[config.mk]
export PLATFORM = sky130hd
export DESIGN_NAME = sdf_delay_ctrl
export DESIGN_NICKNAME = d
export VERILOG_FILES = /design/src/rtl/sdf_delay_ctrl.sv
export SDC_FILE = /design/constraint.sdc
export NUM_CORES = 1
export LEC_CHECK = 0
export ABC_AREA = 1
export BUFFER_PORTS_ARGS = -buffer_cell sky130_fd_sc_hd__buf_2
export CORE_ASPECT_RATIO = 1.2
export CORE_MARGIN = 2
export CORE_UTILIZATION = 56
export CTS_CLUSTER_DIAMETER = 200
export DETAILED_ROUTE_END_ITERATION = 8
export HOLD_SLACK_MARGIN = 0.12
export PLACE_DENSITY = 0.81
export SYNTH_ARGS = -nofsm -noshare
export SYNTH_HDL_FRONTEND = slang
export SYNTH_SLANG_ARGS = --single-unit
export TNS_END_PERCENT = 30
[constraint.sdc]
create_clock -name clk -period 1.8 [get_ports clk]
set_input_delay 0.54 -clock clk [delete_from_list [all_inputs] [get_ports clk]]
set_output_delay 0.54 -clock clk [all_outputs]
set_load 0.01 [all_outputs]
[src/rtl/sdf_delay_ctrl.sv]
// Sequencer for one radix-2 SDF FFT stage: delay-line gating, butterfly select, output framing.
// Optional SDF_CTRL_ERR_EN adds the err port and aborts a frame on a misaligned in_eop.
module sdf_delay_ctrl #(
  parameter  int DEPTH = 16,
  localparam int CNT_W = $clog2(2*DEPTH)
) (
  input  logic clk,
  input  logic rst,
  input  logic in_valid,
  input  logic in_sop,
  input  logic in_eop,
  output logic in_ready,
  output logic shift_en,
  output logic sel,
  output logic out_valid,
`ifdef SDF_CTRL_ERR_EN
  output logic out_sop,
  output logic err
`else
  output logic out_sop
`endif
);

  localparam int FCNT_W = $clog2(DEPTH);
  localparam logic [CNT_W-1:0]  CNT_FILL_END = CNT_W'(DEPTH - 1);
  localparam logic [CNT_W-1:0]  CNT_HALF     = CNT_W'(DEPTH);
  localparam logic [CNT_W-1:0]  CNT_LAST     = CNT_W'(2*DEPTH - 1);
  localparam logic [FCNT_W-1:0] FCNT_LAST    = FCNT_W'(DEPTH - 1);

  typedef enum logic [1:0] {IDLE, FILL, RUN, FLUSH} state_t;

  state_t            state, state_nxt;
  logic [CNT_W-1:0]  cnt, cnt_nxt;
  logic [FCNT_W-1:0] fcnt, fcnt_nxt;
  logic              first_blk, first_blk_nxt;
  logic              accept, run_acc, blk_end;

  always_ff @(posedge clk or posedge rst) begin
    if (rst) begin
      state     <= IDLE;
      cnt       <= '0;
      fcnt      <= '0;
      first_blk <= 1'b0;
    end else begin
      state     <= state_nxt;
      cnt       <= cnt_nxt;
      fcnt      <= fcnt_nxt;
      first_blk <= first_blk_nxt;
    end
  end

  always_comb begin
    in_ready      = (state != FLUSH);
    accept        = in_valid & in_ready;
    run_acc       = accept & (state == RUN);
    blk_end       = (cnt == CNT_LAST);
    shift_en      = 1'b0;
    sel           = 1'b0;
    out_valid     = run_acc | (state == FLUSH);
    out_sop       = run_acc & first_blk & (cnt == CNT_HALF);
    state_nxt     = state;
    cnt_nxt       = cnt;
    fcnt_nxt      = fcnt;
    first_blk_nxt = first_blk;

    case (state)
      IDLE: begin
        // Samples arriving before a start-of-frame never touch the delay line.
        shift_en = accept & in_sop;
        if (accept && in_sop) begin
          state_nxt     = FILL;
          cnt_nxt       = CNT_W'(1);
          first_blk_nxt = 1'b1;
        end
      end
      FILL: begin
        shift_en = accept;
        sel      = cnt[CNT_W-1];
        if (accept) begin
          cnt_nxt = cnt + 1'b1;
          if (cnt == CNT_FILL_END) state_nxt = RUN;
        end
      end
      RUN: begin
        shift_en = accept;
        sel      = cnt[CNT_W-1];
        if (accept) begin
          cnt_nxt = cnt + 1'b1;
          if (blk_end) first_blk_nxt = 1'b0;
          if (in_eop && blk_end) begin
            state_nxt = FLUSH;
            fcnt_nxt  = '0;
          end
`ifdef SDF_CTRL_ERR_EN
          else if (in_eop) begin
            state_nxt = IDLE;
            cnt_nxt   = '0;
          end
`endif
        end
      end
      FLUSH: begin
        // Drain the last DEPTH differences out of the delay line.
        shift_en = 1'b1;
        fcnt_nxt = fcnt + 1'b1;
        if (fcnt == FCNT_LAST) begin
          state_nxt = IDLE;
          cnt_nxt   = '0;
        end
      end
      default: state_nxt = IDLE;
    endcase
  end

`ifdef SDF_CTRL_ERR_EN
  logic err_q;

  always_ff @(posedge clk or posedge rst) begin
    if (rst) err_q <= 1'b0;
    else     err_q <= run_acc & in_eop & ~blk_end;
  end

  assign err = err_q;
`endif

endmodule

==> results by stage <==
Timing:
- The portion of the clock cycle consumed by the worst path in the final layout is 109.9%.
- The worst path in the final design needs a cycle of 1978 ps, including I/O delays and setup.
- The worst clock skew is 7.366 ps.
- The final number of setup-violating endpoints is 5.
- The final worst slack is -177.7 ps.
- The fmax is 505.6 MHz.
- Setup repair after global routing could not meet its margin everywhere.
- The slew at the pin with the worst max-slew slack is 453.6 ps.
- The count of final max-slew check failures is 0.
- The number of hold-slack violations in the final timing report is 0.
- The remaining max-slew budget at the tightest pin is 69.72%.

Worst setup path:
- The gate family responsible for the most delay along the worst path is flip-flops.
- The logic depth of the worst path, buffers included is 5.
- The biggest fanout along the worst timing path is 3.
- Data on the critical path is required at its endpoint by 1260 ps.
- The cell with the biggest individual delay on the critical path is dfrtp_1.
- The critical path class is register to primary output.
- The critical path goes through inv_2 -> ha_4 -> nand2_4 -> o221ai_2 -> buf_2.
- Counting cells, the worst reg-to-reg path comes to 11.
- The arrival time at the worst endpoint is 1440 ps.
- The largest single stage delay on the critical path is 390 ps.
- The kind of start point of the critical path is a register.
- The number of buffers and inverters on the critical path is 2.
- STA classifies the critical path endpoint as a primary output.

CTS:
- TritonCTS built the clock tree.
- The later pin in the worst-skew pair is clocked with a latency of 280 ps.
- The H-tree depth is 1.
- The maximum clock insertion buffer count is 2.
- The CTS root buffer is clkbuf_4.
- The number of buffers added by the clock tree synthesis step is 3.
- For this design, the sink count on the clock tree is 12.
- The clock-pin transition on the worst setup and hold timing paths is 80 ps.

Power:
- The static leakage power is 0.5958 nW.
- The final total power is 0.001984 W.
- Power spread over the standard cell area amounts to 1718 mW/mm2.
- Across the VDD grid, the largest voltage drop is 1.163 mV.

Cells and area:
- The count of inserted antenna diode cells is 0.
- Leaving out fill and tap cells, the most frequent cell in the layout is nand2_1.
- Of the cells placed in the final design, the portion with a size suffix greater than 1 is 39.01%.
- The layout net count is 158.
- With fillers left out, the area of the finished cells amounts to 0.001155 mm2.
- The number of cells in the finished layout apart from fillers is 159.
- The area growth from synthesis to layout is 26.44%.
- The top cell types in the final layout, fill and taps aside, are nand2_1 (30), buf_4 (13), inv_1 (12), nand3_1 (12), dfrtp_1 (12).

Global routing:
- Summed over all layers, the global routing overflow is 0.
- The layer flagged by global routing as most heavily used is met2.
- The first global-routing pass estimated 3.160 mm of wire.
- For this run, global-route usage on met1 was measured as 25.65%.
- For this run, the total global-route usage over all layers was measured as 26.03%.
- The initial antenna violation count is 0.
- Entering global routing, the biggest net connects 13 pins.
- The met3 track demand over resource in global routing is 7.306%.
- The via count of the first global-routing pass was 786.
- The met2 usage in global routing is 43.75%.

Job:
- The count of max-cap constraint violations is 0.

Routing:
- The routed layout has 866 vias.
- The final routed DRC violation total is 0.
- The post-route antenna net violation count is 0.
- The number of design-rule violations left by the first detailed-router iteration is 34.
- The routed wirelength normalized by instance count is 13.16 um.
- For this block, the routed nets add up to 2.093 mm of wire.
- Before antenna repair, the detailed router went through 4 iterations.
- The via-per-instance ratio is 5.447.

Yosys:
- The post-synthesis cell type with the largest combined area is dfrtp_1.
- The count of flip-flops with a built-in enable after synthesis is 0.
- The number of different library cells used by synthesis comes to 24.
- Sequential cells were found to cover 32.88% of the synthesized design area.
- The most used flip-flop cell after synthesis is dfrtp_1.
- The share of synthesized registers carrying an async set or reset is 100.0%.
- The post-synthesis average cell area is 7.807 um2.
- The number of nets handed over by synthesis was 132.
- Counting flops and latches in the post-synthesis netlist gives 12.
- The share of the synthesized area in the top cell type is 32.88%.
- Sorting the synthesized cells by area gives the leading types as dfrtp_1 (33%), ha_1 (14%), nand2_1 (13%).
- The cell count after synthesis came out at 117.
- The Yosys warning count is 0.
- In this run the cell area of the synthesized design comes to 913.4 um2.

Floorplan:
- The die outline height is 48.24 um.
- The placement row count is 16.
- The top-level I/O count is 10.
- The placeable core region is 0.001582 mm2.
- Once the floorplan was initialized, standard cells occupied 57.75% of the core.
- The die covers 0.001971 mm2.
- The x dimension of the die is 40.87 um.

Placed design:
- The post-placement cell count is 148.
- In this run the cell area measured after placement is 0.001013 mm2.
- Port buffering added 9 buffers.
- Detailed placement finished with a half-perimeter wire length of 1.418 mm.
- The weighted congestion reported at the end of routability-driven placement is 0.8562.

Outcome:
- The flow ran to the end, but the final reports show violations.
- The checks that failed: negative setup slack.

Worst hold path:
- The tightest min-delay check is of the input port to asynchronous set/reset pin type.
state kept, by name, indices dropped and copies added (netlist names):
register and cells:
cnt 5, fcnt 4, state 2, first_blk 1
final timing paths:
check / slack (ps) / end / start
setup / recovery: -180 / shift_en / state[1]
hold / removal: 250 / cnt[4] / rst
setup reg to reg: 90 / state[1] / cnt[0]
hold reg to reg: 500 / first_blk / first_blk
max in group asynchronous: 1230 / fcnt[3] / rst
min in group clk: 500 / first_blk / first_blk
logic make-up after synthesis:
group / count (synthesis) / synth area share (%)
fa+ha+maj: 10 / 13.70
flops: 12 / 32.88
simple gates: 63 / 34.93
buf+inv: 19 / 9.590
compound gates: 13 / 8.904
routing by layer:
metal	wire [um]	vias to the layer above
met5	0	-
met4	66	0
met3	59	7
met2	1103	17
met1	864	412
li1	-	430
where the power goes:
part	total, W	internal (W)	switching [W]
Sequential	0.000445	0.000356	0.0000896
Clock	0.000170	0.0000777	0.0000923
Combinational	0.00137	0.000616	0.000753
Total	0.00198	0.00105	0.000935
metrics by stage:
step	TNS [ps]	hold WS, ps	setup WS, ps	util (%)
after global placement	0	480.5	67.24	64.08
final	-565.7	247.2	-177.7	73.02
after CTS	-501.8	273.8	-171.8	68.83
after global routing	-963.2	308.0	-265.6	73.02
after detailed placement	0	484.2	5.330	64.08
after floorplan	0	404.7	78.40	-
Yosys cell counts (2+ instances only):
library cell   n
a21oi_1        3
dfrtp_1       12
ha_1          10
inv_1         16
nand2_1       32
nand2_2        3
nand3_1       12
nand4_1        5
nor2_1         2
o21ai_1        4
o21ai_2        3
or2_2          3
area by class of cell:
type                    instances  area [um2]
clock buffers                   3       22.52
flip-flops and latches         12       300.3
inverters                      17       71.32
multi-input cells              86       578.1
fillers                       110       426.7
well taps                      18       22.52
repair buffers                 23       160.2
worst reg2reg max path, cell delays in order, from the launching register on:
cell and delay, ps:
dfrtp_1 420, ha_2 200, nand2_1 70, nor2_2 130
ha_2 210, nand2_1 60, inv_1 50, nand2_1 70
nand2_2 120, nand4_1 140, nand2_1 90, nand2_1 50
timing repair:
action / in CTS / in global routing
pin swaps: 0 / 3
cloned: 0 / 0
hold buffers: 0 / 0
resized for setup: 9 / 9
buffers inserted: 3 / 5
endpoints found under the setup margin: 5 / 10
No activity file was read; power rests on OpenSTA's default activity.
